===== config.mk =====
export PLATFORM = sky130hd
export DESIGN_NAME = kf_param_loader
export DESIGN_NICKNAME = d
export VERILOG_FILES = /design/src/rtl/kf_param_loader.sv
export SDC_FILE = /design/constraint.sdc
export NUM_CORES = 1
export LEC_CHECK = 0
export CORE_MARGIN = 2
export CORE_UTILIZATION = 39
export DETAILED_ROUTE_END_ITERATION = 10
export GPL_TIMING_DRIVEN = 0
export HOLD_SLACK_MARGIN = 0.05
export SYNTH_ARGS = -nofsm -noshare
export SYNTH_HDL_FRONTEND = slang
export SYNTH_SLANG_ARGS = --single-unit

===== constraint.sdc =====
create_clock -name clk -period 3.97 [get_ports clk]
set_input_delay 0.794 -clock clk [delete_from_list [all_inputs] [get_ports clk]]
set_output_delay 0.794 -clock clk [all_outputs]
set_load 0.01 [all_outputs]

===== src/rtl/kf_param_loader.sv =====
// -----------------------------------------------------------------------------
// kf_param_loader
//   Buffers sign-magnitude Q9.14 words from a valid/ready source and feeds
//   kf_top. On go, it waits until a full parameter block is buffered. It then
//   pulses kf_start and streams the block on kf_data at one word per cycle,
//   because the core cannot stall. After the block it enters RUN and hands
//   over one buffered word per meas_req. Words pass through bit-exact.
//
// Ports
//   clk, rst      : single rising-edge clock, synchronous active-high reset
//   s_valid/ready : upstream handshake, s_data is the word
//   go            : start the initial load (only looked at in IDLE)
//   halt          : synchronous abort, flushes FIFO and returns to IDLE
//   meas_req      : core loop point, one new measurement wanted
//   kf_start      : one-cycle START pulse, aligned with word 0 on kf_data
//   kf_data       : registered data word to kf_top.DATA_IN
//   busy          : state is not IDLE
//   underrun      : sticky, meas_req seen with an empty FIFO
//   o_dbg_state   : current FSM state (0 IDLE, 1 ARM, 2 BURST, 3 RUN)
//
// Handshake: a word transfers in every cycle where s_valid && s_ready are
// both high at the rising edge. s_ready depends only on the FIFO occupancy,
// never on s_valid. The source may raise s_valid at any time and must hold
// s_data until the transfer happens.
// -----------------------------------------------------------------------------
module kf_param_loader #(
   parameter int W      = 24,
   parameter int NPARAM = 21,
   parameter int DEPTH  = 32,
   parameter int CW     = $clog2(DEPTH) + 1
) (
   input  logic         clk,
   input  logic         rst,
   input  logic         s_valid,
   input  logic [W-1:0] s_data,
   output logic         s_ready,
   input  logic         go,
   input  logic         halt,
   input  logic         meas_req,
   output logic         kf_start,
   output logic [W-1:0] kf_data,
   output logic         busy,
   output logic         underrun,
   output logic [1:0]   o_dbg_state
);

   localparam int AW = $clog2(DEPTH);

   typedef enum logic [1:0] {
      ST_IDLE  = 2'd0,
      ST_ARM   = 2'd1,
      ST_BURST = 2'd2,
      ST_RUN   = 2'd3
   } state_t;

   state_t         r_state;
   logic [W-1:0]   r_mem [DEPTH];
   logic [AW-1:0]  r_wptr;
   logic [AW-1:0]  r_rptr;
   logic [CW-1:0]  r_count;
   logic [CW-1:0]  r_burst_cnt;
   logic           r_kf_start;
   logic [W-1:0]   r_kf_data;
   logic           r_underrun;

   logic           w_push;
   logic           w_pop;
   logic [W-1:0]   w_head;

   assign s_ready = (r_count < CW'(DEPTH));
   assign w_push  = s_valid && s_ready;
   assign w_head  = r_mem[r_rptr];

   // Pop decision: in ARM, only when the whole block is present. In BURST,
   // while words of the block remain. In RUN, on a measurement request when
   // a word is available.
   always_comb begin
      w_pop = 1'b0;
      case (r_state)
         ST_ARM:   w_pop = (r_count >= CW'(NPARAM));
         ST_BURST: w_pop = (r_burst_cnt != '0) && (r_count != '0);
         ST_RUN:   w_pop = meas_req && (r_count != '0);
         default:  w_pop = 1'b0;
      endcase
   end

   // Storage has no reset. The pointers define which entries are valid.
   always_ff @(posedge clk) begin
      if (w_push) begin
         r_mem[r_wptr] <= s_data;
      end
   end

   // Occupancy and pointers. halt flushes the FIFO the same way reset does.
   always_ff @(posedge clk) begin
      if (rst || halt) begin
         r_wptr  <= '0;
         r_rptr  <= '0;
         r_count <= '0;
      end else begin
         if (w_push) r_wptr <= r_wptr + 1'b1;
         if (w_pop)  r_rptr <= r_rptr + 1'b1;
         case ({w_push, w_pop})
            2'b10:   r_count <= r_count + 1'b1;
            2'b01:   r_count <= r_count - 1'b1;
            default: r_count <= r_count;
         endcase
      end
   end

   // Control FSM with registered outputs.
   always_ff @(posedge clk) begin
      if (rst || halt) begin
         r_state     <= ST_IDLE;
         r_kf_start  <= 1'b0;
         r_kf_data   <= '0;
         r_underrun  <= 1'b0;
         r_burst_cnt <= '0;
      end else begin
         r_kf_start <= 1'b0;
         case (r_state)
            ST_IDLE: begin
               r_kf_data <= '0;
               if (go) r_state <= ST_ARM;
            end
            ST_ARM: begin
               if (w_pop) begin
                  r_kf_data   <= w_head;
                  r_kf_start  <= 1'b1;
                  r_burst_cnt <= CW'(NPARAM - 1);
                  r_state     <= (NPARAM == 1) ? ST_RUN : ST_BURST;
               end
            end
            ST_BURST: begin
               // r_burst_cnt counts the words of the block still to drive.
               if (r_burst_cnt != '0) begin
                  r_kf_data   <= w_head;
                  r_burst_cnt <= r_burst_cnt - 1'b1;
               end else begin
                  r_kf_data <= '0;
                  r_state   <= ST_RUN;
               end
            end
            ST_RUN: begin
               if (w_pop) begin
                  r_kf_data <= w_head;
               end else if (meas_req) begin
                  r_underrun <= 1'b1;
               end
            end
            default: r_state <= ST_IDLE;
         endcase
      end
   end

   assign kf_start    = r_kf_start;
   assign kf_data     = r_kf_data;
   assign underrun    = r_underrun;
   assign busy        = (r_state != ST_IDLE);
   assign o_dbg_state = r_state;

endmodule


==> run_results.csv <==
group,metric,value,unit
logic_synthesis,async_flop_share,0,%
logic_synthesis,synth_cell_types,53,
detailed_routing,dr.pass1.iters,6,
sta,max-slew-margin-rel,8.65,%
worst_setup_path,r2r_slack,0.35,ns
worst_hold_path,hold_path_startpoint,"kf_data[16]",
logic_synthesis,syn-num-nets,1785,
worst_setup_path,critPathTopFamily,"buffers and inverters",
worst_setup_path,path_class,"reg -> reg",
detailed_routing,drc_errors,0,
sta,finClkSkew,0.0268,ns
worst_setup_path,crit_top_cell,"buf_1",
detailed_routing,antenna_left,0,
power_and_ir_drop,vdd_drop_max,0.320,mV
clock_tree,clk_pin_slew,0.06,ns
logic_synthesis,synthTopCellsByCount,"edfxtp_1, mux2i_1, mux4_2, a21oi_1, o21ai_0",
clock_tree,cts.path.max_buffers,3,
sta,holdWs,0.477,ns
worst_hold_path,hold_end,"kf_data[16]",
worst_setup_path,slowest_stage,"buf_1",
worst_setup_path,cp.required,4.49,ns
clock_tree,worstSkewPairLatency,0.65,ns
detailed_routing,avgViaCountPerCell,5.60,
worst_setup_path,reg2reg_to,"kf_data[2]",
floorplanning,dieArea,84700,sq um
logic_synthesis,syn-instance-count,1738,
floorplanning,pin_count,60,
floorplanning,die_w,291,microns
logic_synthesis,yosysSeqAreaShare,75.2,%
finish,stdcell_count,3039,
floorplanning,die_y,291,microns
finish,diodes,0,
global_route,grt_pass1_vias,17400,
global_route,track_usage,18.9,%
worst_hold_path,worstHoldPathCells,1,
clock_tree,cts.sinks,823,
worst_setup_path,reg2regPathDepth,7,
sta,grt_setup_unrepaired,"false",
worst_setup_path,path_depth,7,
clock_tree,cts_tree,"built",
logic_synthesis,synthTopCellsByArea,"edfxtp_1, mux4_2, mux2i_1",
power_and_ir_drop,leakage,11.5,nW
clock_tree,root_buffer,"clkbuf_16",
finish,regArea,24200,sq um
worst_setup_path,critPathArrivalTime,4.14,ns
place,gp_congestion,0.801,
global_route,grt_overflow,0,
finish,num-fill-cells,6838,
worst_setup_path,end_kind,"flip-flop",
global_route,grt_max_degree,33,
finish,final_area,37500,sq um
worst_setup_path,critPathMaxStageDelay,1.07,ns
sta,setup_tns,0,ns
floorplanning,start_util,39.3,%
worst_setup_path,cp_num_buf_inv,3,
worst_setup_path,cp_cell_sequence,"buf_2 -> buf_1 -> buf_1 -> mux4_2 -> a22oi_1 -> a21oi_1 -> a211o_1",
run_status,status,"complete, no violations",
clock_tree,h-tree-depth,3,
sta,fmax,276,MHz
detailed_routing,wirelength,80000,microns
run,cap_violations,0,
place,pre_cts_slack,-0.362,ns
finish,nets,1950,
detailed_routing,wire_per_inst,26.3,microns
finish,multiInputGateArea,7740,sq um
logic_synthesis,yosysMostFrequentCell,"edfxtp_1",
sta,min_period,3.62,ns
place,place_hpwl,53300,microns
logic_synthesis,ys.flop_type,"edfxtp_1",
finish,syn2layout_area_growth,16.5,%
logic_synthesis,synth_top_cell_by_area,"edfxtp_1",
finish,drive_gt1_share,18.0,%
sta,worst_pin_slew,1.37,ns
place,portBuffers,59,
floorplanning,coreArea,81800,sq um
global_route,antenna_found_initial,0,
logic_synthesis,yosysTopAreaCellShare,71.8,%
sta,setup_viol,0,
sta,finalCritPeriodShare,91.3,%
sta,final-hold-violation-count,0,
logic_synthesis,netlist_area,32100,sq um
worst_setup_path,crit_path_max_fanout,10,
logic_synthesis,ys_seq_elements,823,
worst_setup_path,startpoint_type,"flip-flop",
power_and_ir_drop,powerDensity,466,nW/um^2
sta,worst_slack,0.346,ns
logic_synthesis,synth_edf_count,768,
place,place_inst,2888,
detailed_routing,vias,17000,
clock_tree,cts_buffers,84,
clock_tree,holdBufCountCts,0,
global_route,grt_pass1_wl,117000,microns
worst_hold_path,hp-class,"reg -> reg",
detailed_routing,drt_iter0_drc,1701,
sta,slew_violations,0,
logic_synthesis,syn_area_per_cell,18.5,sq um
floorplanning,num_rows,105,
logic_synthesis,ys_warn_count,0,
place,dpl-instance-area,34800,sq um
-- layout make-up --
class	instances	area share (%)
Sequential cell	823	64.5
Multi-Input combinational cell	804	20.7
Clock buffer	111	6.13
Tap cell	1070	3.57
Timing Repair Buffer	80	2.88
Buffer	98	1.14
Clock inverter	41	0.962
Inverter	12	0.120
-- report_power, final --
part / internal (mW) / switching [mW] / leakage [nW]
registers: 9.51 / 0.00995 / 7.36
logic: 0.0796 / 0.202 / 2.81
clock network: 4.40 / 3.26 / 1.31
total: 14.0 / 3.47 / 11.5
-- layer usage --
metal | global-route usage [%] | part of all wire (%) | wire, microns | vias up
li1 | - | - | - | 7427
met1 | 26.0 | 43 | 34200 | 8867
met2 | 29.9 | 47 | 37700 | 609
met3 | 4.41 | 7.5 | 5970 | 120
met4 | 5.98 | 2.6 | 2120 | 0
met5 | 0 | 0 | 0 | -
-- what timing repair did --
| item | in CTS | in global routing |
|---|---|---|
| resized for setup | 0 | 2 |
| endpoints found under the setup margin | 0 | 3 |
| buffers inserted | 0 | 0 |
| endpoints found under the hold margin | 0 | 0 |
-- placed cells by master, fill, tap and decap left out, drive strengths merged, types with 15 or more instances in the layout --
master,Yosys,final
buf,39,60
o21ai,67,67
clkdlybuf4s50,0,59
inv,12,15
mux2,38,38
clkbuf,60,170
a221oi,48,48
a211o,24,24
nor3,22,22
ha,17,17
a21oi,84,84
o21bai,20,20
nand2,17,17
mux4,96,96
clkinv,0,31
dfxtp,55,55
mux2i,159,159
edfxtp,768,768
nor2,64,64
a22oi,55,55
-- cell families (layout without fill, tap and decap cells) --
kind of cell	Yosys count	count (layout)	synth area share, %
AO/OA/AOI/OAI	321	321	6.71
AND/OR/NAND/NOR	156	156	2.48
multiplexers	293	293	13.0
flip-flops	823	823	75.2
buffers and inverters	111	342	1.48
adder cells (fa/ha/maj)	17	17	0.662
XOR/XNOR	17	17	0.463
-- worst reg2reg max path: cells and delay by family, from the launching register on --
kind,cells,cell delay [ns]
flops,1,0.38
buf+inv,3,2.00
mux,1,0.44
compound gates,3,0.69
-- worst max path at each step --
stage	slack, ns	to	start
after CTS	0.04	r_count[4]	o_dbg_state[0]
after global placement	-2.57	r_mem[23][17]	s_valid
after floorplan	0.30	r_mem[23][0]	s_valid
after global routing	0.09	r_count[4]	o_dbg_state[0]
final	0.35	kf_data[2]	flip-flop
after detailed placement	-0.36	r_count[4]	meas_req
-- registers in the layout, summed over array words and instances, names as in the netlist, named ones only --
| signal | cells |
|---|---|
| kf_data | 24 |
| kf_start | 1 |
| r_mem | 768 |
| r_burst_cnt | 6 |
| underrun | 1 |
| o_dbg_state | 2 |
| r_count | 6 |
| r_rptr | 5 |
| r_wptr | 5 |
-- metrics by stage --
stage	total power [mW]	util, %
after floorplan	9.79	-
after global placement	9.96	41.6
after detailed placement	9.99	42.5
after CTS	17.6	45.7
after global routing	17.9	45.8
final	17.5	45.8
No activity file was read; power rests on OpenSTA's default activity.
